File: src/rtl/screen_sequencer.sv
// Steps through NUM_SCREENS timed screens with start/pause/skip/force control.
// Define SCREEN_LOOP_EN to wrap from the last screen back to screen 0 instead of stopping.
module screen_sequencer #(
    parameter int NUM_SCREENS = 4,
    parameter int SCR_W       = 2,
    parameter int SEC_W       = 8,
    parameter int CLK_HZ      = 50000000,
    parameter logic [NUM_SCREENS*SEC_W-1:0] SCREEN_SECS = {8'd10, 8'd30, 8'd5, 8'd3}
) (
    input  logic             clock,
    input  logic             resetn,
    input  logic             start,
    input  logic             pause,
    input  logic             skip,
    input  logic             force_valid,
    input  logic [SCR_W-1:0] force_screen,
    output logic [SCR_W-1:0] curr_screen,
    output logic [SEC_W-1:0] secs_left,
    output logic             sec_tick,
    output logic             screen_change,
    output logic             end_of_game,
    output logic             busy
);
    localparam int PRE_W = (CLK_HZ > 1) ? $clog2(CLK_HZ) : 1;
    localparam int TAB_N = 1 << SCR_W;
    localparam logic [PRE_W-1:0] PRE_LAST = PRE_W'(CLK_HZ - 1);
    localparam logic [SCR_W-1:0] SCR_LAST = SCR_W'(NUM_SCREENS - 1);

    typedef enum logic [1:0] {IDLE, RUN, HOLD, DONE} state_t;

    state_t           state, state_n;
    logic [PRE_W-1:0] prescaler, pre_n;
    logic [SCR_W-1:0] scr_n, ld_idx;
    logic [SEC_W-1:0] secs_n;
    logic             tick_n, chg_n, eog_n;
    logic             do_load, do_adv, force_ok;

    // Duration table padded to a power of two so any index is safe; zero durations become 1.
    logic [SEC_W-1:0] dur_tab [TAB_N];
    for (genvar i = 0; i < TAB_N; i++) begin : g_dur
        if (i < NUM_SCREENS) begin : g_used
            localparam logic [SEC_W-1:0] D = SCREEN_SECS[i*SEC_W +: SEC_W];
            assign dur_tab[i] = (D == '0) ? SEC_W'(1) : D;
        end else begin : g_pad
            assign dur_tab[i] = SEC_W'(1);
        end
    end

    assign force_ok = (32'(force_screen) < NUM_SCREENS);

    always_comb begin
        state_n = state;
        scr_n   = curr_screen;
        secs_n  = secs_left;
        pre_n   = prescaler;
        tick_n  = 1'b0;
        chg_n   = 1'b0;
`ifdef SCREEN_LOOP_EN
        eog_n   = 1'b0;
`else
        eog_n   = end_of_game;
`endif
        do_load = 1'b0;
        do_adv  = 1'b0;
        ld_idx  = '0;

        if (force_valid && force_ok) begin
            do_load = 1'b1;
            ld_idx  = force_screen;
            state_n = RUN;
            eog_n   = 1'b0;
        end else if (start && (state == IDLE || state == DONE)) begin
            do_load = 1'b1;
            state_n = RUN;
            eog_n   = 1'b0;
        end else if (skip && (state == RUN || state == HOLD)) begin
            do_adv = 1'b1;
        end else if (state == RUN || state == HOLD) begin
            if (pause) begin
                state_n = HOLD;
            end else begin
                // Leaving HOLD counts in the same cycle so a pause of N cycles costs exactly N.
                state_n = RUN;
                if (prescaler == PRE_LAST) begin
                    pre_n  = '0;
                    tick_n = 1'b1;
                    if (secs_left == SEC_W'(1)) do_adv = 1'b1;
                    else                        secs_n = secs_left - SEC_W'(1);
                end else begin
                    pre_n = prescaler + PRE_W'(1);
                end
            end
        end

        if (do_adv) begin
            if (curr_screen == SCR_LAST) begin
`ifdef SCREEN_LOOP_EN
                do_load = 1'b1;
                eog_n   = 1'b1;
`else
                state_n = DONE;
                secs_n  = '0;
                eog_n   = 1'b1;
`endif
            end else begin
                do_load = 1'b1;
                ld_idx  = curr_screen + SCR_W'(1);
            end
        end

        if (do_load) begin
            scr_n  = ld_idx;
            secs_n = dur_tab[ld_idx];
            pre_n  = '0;
            chg_n  = 1'b1;
        end
    end

    always_ff @(posedge clock or negedge resetn) begin
        if (!resetn) begin
            state         <= IDLE;
            prescaler     <= '0;
            curr_screen   <= '0;
            secs_left     <= '0;
            sec_tick      <= 1'b0;
            screen_change <= 1'b0;
            end_of_game   <= 1'b0;
            busy          <= 1'b0;
        end else begin
            state         <= state_n;
            prescaler     <= pre_n;
            curr_screen   <= scr_n;
            secs_left     <= secs_n;
            sec_tick      <= tick_n;
            screen_change <= chg_n;
            end_of_game   <= eog_n;
            busy          <= (state_n == RUN) || (state_n == HOLD);
        end
    end
endmodule
File: config.mk
export PLATFORM = sky130hd
export DESIGN_NAME = screen_sequencer
export DESIGN_NICKNAME = d
export VERILOG_FILES = /design/src/rtl/screen_sequencer.sv
export SDC_FILE = /design/constraint.sdc
export NUM_CORES = 1
export LEC_CHECK = 0
export ABC_CLOCK_PERIOD_IN_PS = 3200
export CAP_MARGIN = 5
export CORE_MARGIN = 8
export CORE_UTILIZATION = 47
export CTS_BUF_LIST = sky130_fd_sc_hd__clkbuf_8
export DETAILED_ROUTE_END_ITERATION = 10
export GPL_TIMING_DRIVEN = 0
export PLACE_DENSITY = 0.71
export SLEW_MARGIN = 20
export SYNTH_ARGS = -nofsm -noshare
export SYNTH_HDL_FRONTEND = slang
export SYNTH_SLANG_ARGS = --single-unit
File: constraint.sdc
create_clock -name clock -period 3.2 [get_ports clock]
set_clock_uncertainty 0.15 [all_clocks]
set_input_delay 0.64 -clock clock [delete_from_list [all_inputs] [get_ports clock]]
set_output_delay 0.64 -clock clock [all_outputs]
set_load 0.005 [all_outputs]
==> impl_summary.log <==
[metrics] launching instance or port of the critical path: secs_left[1]$_DFF_PN0_
[metrics] Detailed Routing Iterations Pass 1: 5
[metrics] kind of critical path: reg -> reg
[metrics] number of placed instances, taps included: 402
[metrics] sequential share of power: 0.456
[metrics] buffers inserted by post-CTS timing repair: 0
[metrics] share of flip-flops with an asynchronous set or reset after synthesis: 1.00
[metrics] first-pass GRT wire length: 12.0 mm
[metrics] Net Sw Frac: 0.324
[metrics] routed wire length per instance: 17.6 um
[metrics] top cells by instance count after synthesis: 42 x dfrtp_1, 28 x nand3_1, 22 x nand4_1
[metrics] number of DRC violations after detailed routing: 0
[metrics] num rows: 27
[metrics] clock tree from TritonCTS: done
[metrics] CP endpoint kind: flip-flop
[metrics] Chip Height: 91.7 um
[metrics] sum of internal, switching and leakage power: approximately 1.3 mW
[metrics] clock root cell: clkbuf_8
[metrics] area taken by multi-input logic gates: 1500 sq um
[metrics] ANT nets after route: 0
[metrics] clk_lat worst skew: approximately 0.3 ns
[metrics] required time reported for the critical path endpoint: 3.27 ns
[metrics] Tightest Hold Check Type: in -> async
[metrics] clock-pin transition on the worst setup and hold timing paths: approximately 0.080 ns
[metrics] top area cells in the synthesized netlist: dfrtp_1 39%, nand3_1 5.2%, nand4_1 5.1%
[metrics] area of the mapped netlist: 2690 sq um
[metrics] horizontal extent of the die: 91.7 um
[metrics] Lkg Pwr: 1.16 nW
[metrics] nets: 351
[metrics] proportion of netlist area held by the largest area contributor: 0.391
[metrics] floorplan core area: 5510 sq um
[metrics] number of buffers between clock root and the deepest sink: 2
[metrics] post-synthesis sequential element count: 42
[metrics] GRT Resource Usage Total: 0.171
[metrics] total clock buffers created by CTS: 5
[metrics] input/output buffers: 20
[metrics] beginning of the worst register-to-register path: secs_left[1]$_DFF_PN0_
[metrics] path depth of the worst reg2reg path: 9
[metrics] cell count after synthesis: 309
[metrics] antenna violations before repair: 0
[metrics] via density per instance: 6.48
[metrics] worst slew pin tran: 0.630 ns
[metrics] maximum frequency from static timing analysis: approximately 0.33 GHz
[metrics] Reg2Reg Capture Point: secs_left[2]$_DFF_PN0_
[metrics] Post-Route Setup TNS: 0 ns
[metrics] clock network fraction of total power: 0.278
[metrics] peak ir drop on the vdd network: 0.243 mV
[metrics] Final Instance Count excl. Fillers: 410
[metrics] Finish-stage setup viols: 0
[metrics] Post-synth top flop: dfrtp_1
[metrics] final critical-path share of the clock period: 0.947
[metrics] Sink Count: 42
[metrics] post-synth net total: 323
[metrics] violation count after the first detailed-routing iteration: 288
[metrics] switching power: 0.425 mW
[metrics] die outline area: 8400 sq um
[metrics] share of final-layout standard cells stronger than drive strength 1: 0.0651
[metrics] GP Congestion: approximately 0.88
[metrics] maximum number of pins on one net before global-route repair: 24
[metrics] number of global-route vias before repair: 2372
[metrics] status: finished clean
[metrics] I/O pin total: 22
[metrics] grt ovf: 0
[metrics] Post-Route WL: between 7 and 8 mm
[metrics] Antenna Cells: 0
[metrics] share of the yosys chip area belonging to registers: 0.391
[metrics] relative contribution of combinational cells to total power: 0.266
[metrics] RSZ-0062 raised after global routing: false
[metrics] type of origin of the critical path: flip-flop
[metrics] final number of hold-violating endpoints: 0
[metrics] area growth from synthesis to final layout: 15.2%
[metrics] number of pins with negative max-slew slack in the final report: 0
[metrics] library cell occupying the most area in the post-synthesis netlist: dfrtp_1
[metrics] P_int: 0.889 mW
[metrics] H-Tree Depth: 2
[metrics] number of flops mapped to enable cells by yosys: 0
[metrics] total area of sequential cells: 1050 sq um
[metrics] worst slew margin relative to its limit: 0.576
[metrics] unique cell type count in the Yosys netlist: 53
[metrics] count of filler cells inserted in the layout: 480
[metrics] hold buffer count at cts: 0
[metrics] number of maximum-capacitance violations: 0
[metrics] arrival time of data at the critical path endpoint: about 3.1 ns
[metrics] end point of the critical path: secs_left[2]$_DFF_PN0_
[metrics] register-to-register path setup slack: 0.17 ns
[metrics] via count: 2658
[metrics] peak fanout along the critical path: 4
[metrics] most repeated cell in the gate-level netlist after synthesis: dfrtp_1
[metrics] average cell area after synthesis: between 8 and 9 sq um
[metrics] final critical path time including I/O delays and setup: around 3 ns
[metrics] initial core utilization: 0.489
[metrics] final HPWL from detailed placement: 5.29 mm
[metrics] power per standard cell area: between 400 and 500 nW/um^2
[metrics] Resized cells post-CTS: 0
[metrics] Synth warnings: 0
[worst min path at each step]
| stage | endpoint | slack [ns] | depth (start not counted) |
|---|---|---|---|
| 3_3_place_gp | prescaler[21]$_DFFE_PN0P_ | 0.32 | 1 |
| 5_1_grt | secs_left[3]$_DFF_PN0_ | 0.18 | 1 |
| 2_1_floorplan | busy$_DFF_PN0_ | 0.19 | 0 |
| 3_5_place_dp | prescaler[21]$_DFFE_PN0P_ | 0.34 | 1 |
| 4_1_cts | secs_left[4]$_DFF_PN0_ | 0.16 | 1 |
| 6_report | secs_left[3]$_DFF_PN0_ | 0.14 | 1 |
[registers in the layout, summed over array words and instances, names as in the netlist]
| register | flops |
|---|---|
| screen_change | 1 |
| state | 2 |
| prescaler | 26 |
| end_of_game | 1 |
| curr_screen | 2 |
| sec_tick | 1 |
| secs_left | 8 |
| busy | 1 |
[cell type report]
| class | instances | area share |
|---|---|---|
| Buffer | 22 | 0.0271 |
| Clock buffer | 6 | 0.0267 |
| Clock inverter | 2 | 0.00404 |
| Inverter | 15 | 0.0182 |
| Multi-Input combinational cell | 230 | 0.484 |
| Sequential cell | 42 | 0.339 |
| Tap cell | 72 | 0.0291 |
| Timing Repair Buffer | 21 | 0.0719 |
[worst max-delay path, cell delays in order (launching register included)]
cell and delay, ns:
dfrtp_1 0.42, inv_1 0.14, ha_1 0.15, or3b_2 0.49
or4_4 0.46, or4b_1 0.50, nand2_2 0.12, inv_1 0.09
ha_1 0.27, o22ai_1 0.16
[power by group through the flow]
stage	Combinational [mW]	Sequential [mW]	Clock [mW]
finish	0.350	0.599	0.365
floorplan	0.207	0.605	0
CTS	0.347	0.600	0.374
global route	0.382	0.605	0.395
detailed placement	0.345	0.610	0
global placement	0.335	0.609	0
[cell usage in the layout (no fill, tap or decap), types with 2 or more instances in the layout]
cell type,Yosys,final
dfrtp_1,42,42
nand3_1,28,28
nand4_1,22,22
clkbuf_1,21,21
a31oi_1,21,21
clkdlybuf4s50_1,0,19
nand2_1,16,16
inv_1,15,15
o21ai_0,14,14
nor2_1,11,11
a21oi_1,10,10
mux2i_1,10,10
nor3_1,9,9
and3_1,8,8
nor4_1,8,8
ha_1,6,6
clkbuf_8,0,6
and2_1,5,5
and4_1,5,5
nor4b_1,4,4
xor2_1,4,4
o21a_1,4,4
o22ai_1,4,4
xnor2_1,3,3
a21o_1,3,3
or3_1,3,3
or4_4,2,2
buf_2,1,2
or4_1,2,2
mux2_2,2,2
nand3b_1,2,2
[metrics by stage]
stage               setup slack (ns)  instance area, sq um  hold WS, ns  utilization
finish                         0.171                  3100        0.140        0.563
global placement              0.0352                  2980        0.318        0.541
CTS                            0.201                  3100        0.156        0.563
global route                  0.0871                  3100        0.177        0.563
detailed placement            0.0154                  3000        0.344        0.545
floorplan                      0.418                  2690        0.194            -
[cells by family after synthesis]
kind of cell / synth area share
AOI/OAI and AO/OA: 0.168
xor gates and xnor gates: 0.0228
adders and majority gates: 0.0279
buffers and inverters: 0.0521
DFF: 0.391
muxes: 0.0498
and+or+nand+nor: 0.289
[metal layers]
| metal | global-route usage | share of wire | vias up |
|---|---|---|---|
| li1 | - | - | 1239 |
| met4 | 0.0573 | 0.011 | 0 |
| met1 | 0.239 | 0.45 | 1266 |
| met2 | 0.265 | 0.46 | 145 |
| met5 | 0 | 0 | - |
| met3 | 0.0236 | 0.080 | 8 |
Note: power is estimated with default switching activity, not from simulation.
